[src/rtl/sqrt_request_arbiter.sv]
// sqrt_request_arbiter
//   Round-robin arbiter/sequencer sharing one fixed-point square-root unit among NUM_REQ
//   requesters. At most one operand is issued per cycle. A tag pipeline matched to the
//   unit latency routes each result back to its owner as a one-cycle done pulse.
//
// Ports
//   Clock, Reset       : clock, synchronous active-high reset
//   iRequest           : per-requester level request
//   iOperand           : requester i operand at [i*OPERAND_W +: OPERAND_W]
//   oGrant             : one-hot pulse, operand accepted
//   oBusy              : requester has an operation in flight
//   oDone              : one-hot pulse, oResult valid for that requester
//   oResult            : result, valid while any oDone bit is high
//   oRangeError        : operand integer part beyond LUT range, valid with oDone
//   oSqrtOperand       : operand to the square-root unit
//   oSqrtInputReady    : issue strobe to the square-root unit
//   iSqrtOutputReady   : square-root unit result strobe
//   iSqrtResult        : square-root unit result
//   oProtocolError     : sticky, result strobe disagreed with the tag pipeline
module sqrt_request_arbiter #(
  parameter int unsigned NUM_REQ   = 4,
  parameter int unsigned IDX_W     = 2,
  parameter int unsigned LATENCY   = 1,
  parameter int unsigned OPERAND_W = 64,
  parameter int unsigned RESULT_W  = 32,
  parameter int unsigned SCALE     = 17
) (
  input  logic                           Clock,
  input  logic                           Reset,
  input  logic [NUM_REQ-1:0]             iRequest,
  input  logic [NUM_REQ*OPERAND_W-1:0]   iOperand,
  output logic [NUM_REQ-1:0]             oGrant,
  output logic [NUM_REQ-1:0]             oBusy,
  output logic [NUM_REQ-1:0]             oDone,
  output logic [RESULT_W-1:0]            oResult,
  output logic                           oRangeError,
  output logic [OPERAND_W-1:0]           oSqrtOperand,
  output logic                           oSqrtInputReady,
  input  logic                           iSqrtOutputReady,
  input  logic [RESULT_W-1:0]            iSqrtResult,
  output logic                           oProtocolError
);

  localparam int unsigned Depth    = LATENCY + 1;
  // Integer part >= 8192 cannot be served by the LUT plus the /64 scaling.
  localparam int unsigned RangeLsb = SCALE + 13;

  logic [NUM_REQ-1:0]            busy_q;
  logic [IDX_W-1:0]              ptr_q;
  logic [Depth-1:0]              tag_vld_q;
  logic [Depth-1:0]              tag_rerr_q;
  logic [Depth-1:0][IDX_W-1:0]   tag_idx_q;

  logic [NUM_REQ-1:0]            eligible;
  logic [NUM_REQ-1:0]            grant_vec;
  logic [IDX_W-1:0]              win;
  logic [IDX_W-1:0]              cand_idx;
  logic                          any_elig;
  logic [OPERAND_W-1:0]          sel_operand;
  logic                          sel_range_err;
  logic                          cmpl;
  logic [NUM_REQ-1:0]            cmpl_vec;

  assign oBusy = busy_q;

  // A requester on its done cycle is excluded so it cannot be re-granted on its own completion.
  assign eligible = iRequest & ~busy_q & ~oDone;

  // Round-robin search starting just after the last winner.
  always_comb begin
    any_elig = 1'b0;
    win      = ptr_q;
    cand_idx = '0;
    for (int unsigned k = 0; k < NUM_REQ; k++) begin
      cand_idx = IDX_W'((32'(ptr_q) + 32'(k) + 32'd1) % 32'(NUM_REQ));
      if (!any_elig && eligible[cand_idx]) begin
        any_elig = 1'b1;
        win      = cand_idx;
      end
    end
  end

  assign grant_vec = any_elig ? (NUM_REQ'(1) << win) : '0;

  always_comb begin
    sel_operand = iOperand[OPERAND_W-1:0];
    for (int i = 0; i < int'(NUM_REQ); i++) begin
      if (win == IDX_W'(i)) begin
        sel_operand = iOperand[i*OPERAND_W +: OPERAND_W];
      end
    end
  end

  assign sel_range_err = |sel_operand[OPERAND_W-1:RangeLsb];

  // The last tag stage lines up with the unit's result strobe.
  assign cmpl     = iSqrtOutputReady & tag_vld_q[LATENCY];
  assign cmpl_vec = NUM_REQ'(1) << tag_idx_q[LATENCY];

  always_ff @(posedge Clock) begin
    if (Reset) begin
      busy_q          <= '0;
      ptr_q           <= IDX_W'(NUM_REQ - 1);
      tag_vld_q       <= '0;
      tag_rerr_q      <= '0;
      tag_idx_q       <= '0;
      oGrant          <= '0;
      oDone           <= '0;
      oResult         <= '0;
      oRangeError     <= 1'b0;
      oSqrtOperand    <= '0;
      oSqrtInputReady <= 1'b0;
      oProtocolError  <= 1'b0;
    end else begin
      oSqrtInputReady <= any_elig;
      oGrant          <= grant_vec;
      if (any_elig) begin
        oSqrtOperand <= sel_operand;
        ptr_q        <= win;
      end

      // Clear happens at the end of the done cycle; a grant never targets that requester.
      busy_q <= (busy_q & ~oDone) | grant_vec;

      tag_vld_q[0]  <= any_elig;
      tag_idx_q[0]  <= win;
      tag_rerr_q[0] <= sel_range_err;
      for (int unsigned k = 1; k < Depth; k++) begin
        tag_vld_q[k]  <= tag_vld_q[k-1];
        tag_idx_q[k]  <= tag_idx_q[k-1];
        tag_rerr_q[k] <= tag_rerr_q[k-1];
      end

      oDone       <= cmpl ? cmpl_vec : '0;
      oRangeError <= cmpl & tag_rerr_q[LATENCY];
      if (cmpl) begin
        oResult <= iSqrtResult;
      end

      if (iSqrtOutputReady != tag_vld_q[LATENCY]) begin
        oProtocolError <= 1'b1;
      end
    end
  end

endmodule

[config.mk]
export PLATFORM = sky130hd
export DESIGN_NAME = sqrt_request_arbiter
export DESIGN_NICKNAME = d
export VERILOG_FILES = /design/src/rtl/sqrt_request_arbiter.sv
export SDC_FILE = /design/constraint.sdc
export NUM_CORES = 1
export LEC_CHECK = 0
export ABC_AREA = 1
export BUFFER_PORTS_ARGS = -buffer_cell sky130_fd_sc_hd__buf_2
export CORE_AREA = 2 2 158 160
export DETAILED_ROUTE_END_ITERATION = 10
export DIE_AREA = 0 0 160 162
export GPL_ROUTABILITY_DRIVEN = 0
export HOLD_SLACK_MARGIN = 0.1
export PLACE_DENSITY = 0.6
export SYNTH_ARGS = -nofsm -noshare
export SYNTH_HDL_FRONTEND = slang
export SYNTH_SLANG_ARGS = --single-unit
[constraint.sdc]
create_clock -name Clock -period 2.8 [get_ports Clock]
set_input_delay 0.14 -clock Clock [delete_from_list [all_inputs] [get_ports Clock]]
set_output_delay 0.14 -clock Clock [all_outputs]
set_load 0.05 [all_outputs]
* After elaboration in Yosys (flattened, before gate mapping)
Index checks and enable logic that the tools add are counted.
** Operators by class
- $add $sub $neg :: 6
- Order comparisons :: 4
- Eq/ne operators :: 4
- Shift-type cells :: 2
- Mux-type cells :: 20
- Bitwise logic cells :: 9
- Reductions and logical operators :: 8
** Operators by type and width (number)
- 2-to-1 mux 64 bit :: 3
- OR reduction 34 bit :: 1
- bitwise AND 4 bit :: 3
- less-than comparator 2 x 3 -> 1 bit (second input constant) :: 4
- adder 2 x 1 -> 2 bit (second input constant) :: 4
- binary-select mux 1 bit (select 2 bit) :: 4
- 2-to-1 mux 1 bit :: 8
- 2-to-1 mux 2 bit :: 4
- NOT 4 bit :: 2
- left shift 1 x 2 -> 4 bit (first input constant) :: 2
- adder 2 bit (second input constant) :: 2
- equality test 2 bit (second input constant) :: 2
- 2-to-1 mux 4 bit :: 1
- bitwise OR 4 bit :: 1
- logical AND 1 bit :: 3
- zero test 1 bit :: 3
- bitwise AND 1 bit :: 2
- equality test 2 x 1 -> 1 bit (second input constant) :: 1
- OR reduction 2 bit :: 1
- != test 1 bit :: 1
- NOT 1 bit :: 1
** Word-level totals
- Bits in registers :: 121
- Bits of input ports :: 295
- Output and inout bits :: 111
- Word-level logic and storage cells :: 66

* Longest topological paths before layout
- Word-level depth :: 20
- Depth in mapped cells :: 23
- Gate-level depth less buffers :: 21

* Worst setup path after synthesis
No wires, ideal clock.
- Path kind :: register -> register
- Start point :: reg oDone[2]
- End point :: reg tag_rerr_q[0]
- Setup time :: 128 ps
- Arrival time :: 2437 ps
- Required time :: 2672 ps
- Slack :: 236 ps
- Cell stages (with the launch flop) :: 21
- Buffers on the path :: 3
- Period minus slack after synthesis :: 2564 ps
- Cells stage by stage :: dfxtp_1 > inv_1 > nand3_1 > nand2_1 > nand3_1 > nand2_1 > nor2_2 > nand3_1 > nand2_2 > buf_6 > nand2_4 > buf_6 > buf_6 > nand2_1 > nand3_1 > a22oi_1 > nand2_1 > nor2_1 > nand3_1 > nor2_1 > nor2_1
** On the way
- Longest elaborated chain between the ends :: 19
- Elaborated cells between the ends (all ways) :: 30
- Classes of those cells :: 3 x eq/ne; 18 x mux; 2 x bitwise; 7 x reduce/logical
** RTL lines
- from (decl) :: RTL line 34 : output logic [NUM_REQ-1:0] oDone,
- from (signal assigned) :: RTL line 134 : oDone <= cmpl ? cmpl_vec : '0;
- NOT 4 bit (*) :: RTL line 67 : assign eligible = iRequest & ~busy_q & ~oDone;
- bitwise AND 4 bit (*) :: RTL line 67
- binary-select mux 1 bit (select 2 bit) :: RTL line 76 : if (!any_elig && eligible[cand_idx]) begin
- 2-to-1 mux 1 bit (not written as such) :: RTL line 76
- 2-to-1 mux 1 bit :: RTL line 76
- zero test 1 bit :: RTL line 76
- logical AND 1 bit :: RTL line 76
- 2-to-1 mux 1 bit :: RTL line 76
- (+2 left out)
- 2-to-1 mux 1 bit :: RTL line 76
- zero test 1 bit :: RTL line 76
- logical AND 1 bit :: RTL line 76
- 2-to-1 mux 2 bit (*) :: RTL line 76
- equality test 2 x 1 -> 1 bit :: RTL line 88 : if (win == IDX_W'(i)) begin
- 2-to-1 mux 64 bit (2 in series) :: RTL line 88
- 2-to-1 mux 64 bit (*) :: RTL line 88
- OR reduction 34 bit (*) :: RTL line 94 : assign sel_range_err = |sel_operand[OPERAND_W-1:RangeLsb];
- to (signal assigned) :: RTL line 127 : tag_rerr_q[0] <= sel_range_err;
- to (signal, indexed assignment) :: RTL line 131 : tag_rerr_q[k] <= tag_rerr_q[k-1];
- to (decl) :: RTL line 51 : logic [Depth-1:0] tag_rerr_q;
Every way passes the cells marked *; elsewhere a longest branch is shown, timed or not. The select of a mux whose other input is x is not followed.
A chain may end at the register's enable or synchronous reset.

* Final worst setup path
- Start point :: reg ptr_q[0]
- End point :: reg oSqrtOperand[63]
** On the way
- Longest elaborated chain between the ends :: 17
- Elaborated cells between the ends (all ways) :: 34
- Classes of those cells :: 6 x add/sub; 3 x eq/ne; 19 x mux; 6 x reduce/logical
** RTL lines
- from (decl) :: RTL line 49 : logic [IDX_W-1:0] ptr_q;
- from (signal assigned) :: RTL line 103 : ptr_q <= IDX_W'(NUM_REQ - 1);
- from (signal assigned) :: RTL line 119 : ptr_q <= win;
- branches (longest 17 deep; another with adder 2 x 1 -> 2 bit)
- to (signal assigned) :: RTL line 118 : oSqrtOperand <= sel_operand;
- to (decl) :: RTL line 37 : output logic [OPERAND_W-1:0] oSqrtOperand,
Several ways; the timed one is not identified. The select of a mux whose other input is x is not followed.

==> parameters.txt <==
Parameter                              Value

Setup path
  Critical path required time ... about 3 ns
  Setup Crit Path Kind ... flop to flop
  Number of buffer and inverter stages on the critical path ... 6
  Reg-to-reg startpoint ... ptr_q[0]
  Setup slack of the worst register-to-register path ... 0.09 ns
  Maximum fanout along the worst path ... 8
  Critical path's slowest cell ... dlygate4sd3_1
  Worst-path cell chain ... buf_8 > inv_8 > nand2_1 > nand3_1 > nand2_2 > nor2_4 > nand2_1 > nand2_2 > nand2_4 > nor2_4 > buf_6 > buf_12 > clkbuf_16 > nor2_4 > nand2_2 > a31oi_1 > dlygate4sd3_1
  Arrival time worst endpoint ... 3.00 ns
  Delay of the slowest cell on the worst path ... between 0.5 and 0.6 ns
  Cell family contributing the most delay on the critical path ... buffers and inverters
  Kind of launch point of the worst setup path ... flop
  Crit Reg-Reg Endpoint ... oSqrtOperand[63]
  Cell count of the worst reg-to-reg path ... 17
  Kind of end point of the critical path ... flop

Drt
  Number of vias per cell after detailed routing ... 4.83
  DR WL met2 ... roughly 15 mm
  M1 WL ... 12.2 mm
  1st-iter DRT viols ... 564
  Total length of routed wires ... 30.8 mm
  Total vias in the final route ... 8755
  Number of nets with antenna violations after detailed routing ... 0
  Iteration count of the initial detailed-routing pass ... 8
  DRC ... 0
  Detailed-routed wire length on met3 ... 2.20 mm
  Routed wire length per instance ... 17.0 µm
  Top sig layer ... met4

Timing
  Max transition margin ... 35.9%
  Setup repair after global routing missed its margin ... yes
  Setup violators final ... 0
  Share of the cycle needed by the critical path after routing ... 96.7%
  Sum Neg Setup Slack ... 0 ns
  Clock Skew ... 0.0109 ns
  Final-report hold violation count ... 0
  Max-slew violations ... 0
  Shortest period the worst path allows ... 2.71 ns
  Highest achievable clock rate ... 369 MHz
  Slew at the pin closest to its max-slew limit ... about 0.96 ns

Clock tree
  CTS max path bufs ... 2
  Master cell of the clock root buffer ... clkbuf_16
  Total clock sinks ... 120
  Clock tree from TritonCTS ... yes
  Clk_lat worst skew ... approximately 0.4 ns
  Clock buffers created by TritonCTS ... 17
  Clock edge transition at the registers on the reported setup and hold paths ... 0.07 ns
  H-tree lvl count ... 4

Finish
  Area of the multi-input gates ... 3750 µm²
  FILL cells ... 2493
  Register cell area after layout ... 2410 µm²
  Layout cells sized above 1 ... 37.6%
  Area growth from synthesis to final layout ... 70.5%
  Number of nets in the layout ... 1769

Synthesis
  Post-Syn Area ... 6410 µm²
  Flops & latches, synth ... 120
  Xor/xnor cell area share of the yosys netlist ... less than 1%
  Async S/R FF share, synth ... 0%
  Post-synth EDFFs ... 0
  Sequential area share after synthesis ... 37.5%
  Average size of a mapped cell ... 6.58 µm²
  Combinational family with the most area after synthesis ... simple AND/OR/NAND/NOR gates
  Most used DFF post-synth ... dfxtp_1
  Total nets after synthesis ... 1271
  Count of different cell masters after synthesis ... 31
  Synth Area in Compound Gates ... 19.1%
  YS warnings ... 0
  Multiplexer share of the synthesized area ... 0%
  Post-synthesis cell count ... ~980
  Simple-gate area share of the yosys netlist ... about a third
  Post-synthesis share of cell area spent on full adders, half adders and majority gates ... less than 1%

Global routing
  Vias in the first global route ... 8443
  Largest net degree at the start of global routing ... 86
  Antenna violations before repair ... 1
  GR Util All Layers ... a little over a fifth
  Leftover overflow at the end of global routing ... 0
  First-pass GRT wire length ... between 40 and 50 mm

Hold path
  Worst hold path type ... input pin to flop
  Hold Startpoint ... Reset
  Worst Hold Endpoint ... tag_idx_q[2]
  Hold path depth ... 2

Status
  Outcome ... complete, no violations

Run
  Max-capacitance violation count ... 0

Floorplan
  Die span in y ... 162 µm
  Full die area ... 25900 µm²
  Number of ports placed on the die boundary ... 406
  Row Count ... 57
  Die width ... 160 µm
  Initial cell density of the core ... 26.6%
  CORE AREA ... 24100 µm²

Place
  Port bufs ... 405
  Detailed Place HPWL ... 21.4 mm
sequential cells by signal, summed over array words and instances (netlist names):
register	count
tag_vld_q	2
oBusy	4
oRangeError	1
oSqrtOperand	64
oResult	32
oDone	4
oProtocolError	1
ptr_q	2
tag_rerr_q	2
oGrant	4
tag_idx_q	4
repair_timing:
action | CTS | global route
setup endpoints to repair | 1 | 16
hold buffers | 101 | 0
gates cloned | 0 | 7
resized for setup | 1 | 90
buffers inserted | 0 | 13
pin swaps | 0 | 32
endpoints found under the hold margin | 92 | 0
Yosys cell counts (4+ instances only):
cell type  instances  share of area, %
clkbuf_1          40               2.3
buf_6             10               1.8
o21ai_1           18               1.4
inv_2              5              0.29
buf_4              4              0.47
o31ai_1           30               3.5
inv_1             21               1.2
nand2_1          188                11
o21ai_0           96               7.5
nor2_1           232                14
o211ai_1          21               2.5
a31oi_1           29               2.8
dfxtp_1          120                37
buf_2             24               1.9
o32ai_1            4              0.55
nand3_1          111               8.7
worst max-delay path by stage:
stage | start | endpoint | slack, ns | cells past startpoint
2_1_floorplan | oDone[2] | tag_rerr_q[0] | 0.24 | 20
3_3_place_gp | ptr_q[0] | tag_rerr_q[0] | 0.10 | 20
3_5_place_dp | ptr_q[1] | tag_rerr_q[0] | 0.03 | 18
4_1_cts | ptr_q[0] | tag_rerr_q[0] | 0.02 | 20
5_1_grt | ptr_q[0] | tag_rerr_q[0] | -0.11 | 22
6_report | ptr_q[0] | oSqrtOperand[63] | 0.09 | 17
per-layer routing:
layer / track usage (%) / vias up
met5: 0 / -
met3: 4.26 / 64
li1: - / 4277
met1: 25.5 / 3982
met2: 38.9 / 432
met4: 10.4 / 0
stage by stage:
step | hold slack, ns | cells | instance area [µm²] | util (%) | worst slack, ns
final | 0.108 | 1812 | 10900 | 45.4 | 0.0931
after global routing | 0.125 | 1810 | 10900 | 45.3 | -0.109
after CTS | 0.103 | 1790 | 10400 | 43.1 | 0.0234
after detailed placement | 0.376 | 1657 | 8750 | 36.3 | 0.0339
after global placement | 0.369 | 1657 | 8750 | 36.3 | 0.104
after floorplan | 0.244 | 975 | 6410 | - | 0.236
cells in the final DEF, fill, tap and decap left out, types with 20 or more instances in the layout:
| cell type | n |
|---|---|
| dfxtp_1 | 116 |
| o211ai_1 | 21 |
| o21ai_0 | 96 |
| o31ai_1 | 30 |
| nand2_1 | 161 |
| nor2_1 | 220 |
| a31oi_1 | 29 |
| buf_2 | 406 |
| dlygate4sd3_1 | 101 |
| nand2_2 | 25 |
| buf_4 | 27 |
| nand3_1 | 102 |
| inv_1 | 20 |
| clkbuf_16 | 20 |
logic make-up (layout without fill, tap and decap cells):
kind of cell	Yosys count	count (layout)
fa+ha+maj	1	1
xor+xnor	2	2
simple gates	543	543
buf+inv	104	615
other cells	0	2
compound gates	205	205
flops	120	120
cell type report:
class	instances	share of cell area, %
Antenna cell	2	0.0458
Clock buffer	17	3.89
Tap cell	324	3.71
Multi-Input combinational cell	751	34.3
Timing Repair Buffer	557	33.2
Clock inverter	15	1.75
Sequential cell	120	22.0
Inverter	26	1.03
Power is left out: the tool's default activity adds up to more than one toggle a clock period on the data nets, which glitch-free logic cannot reach.
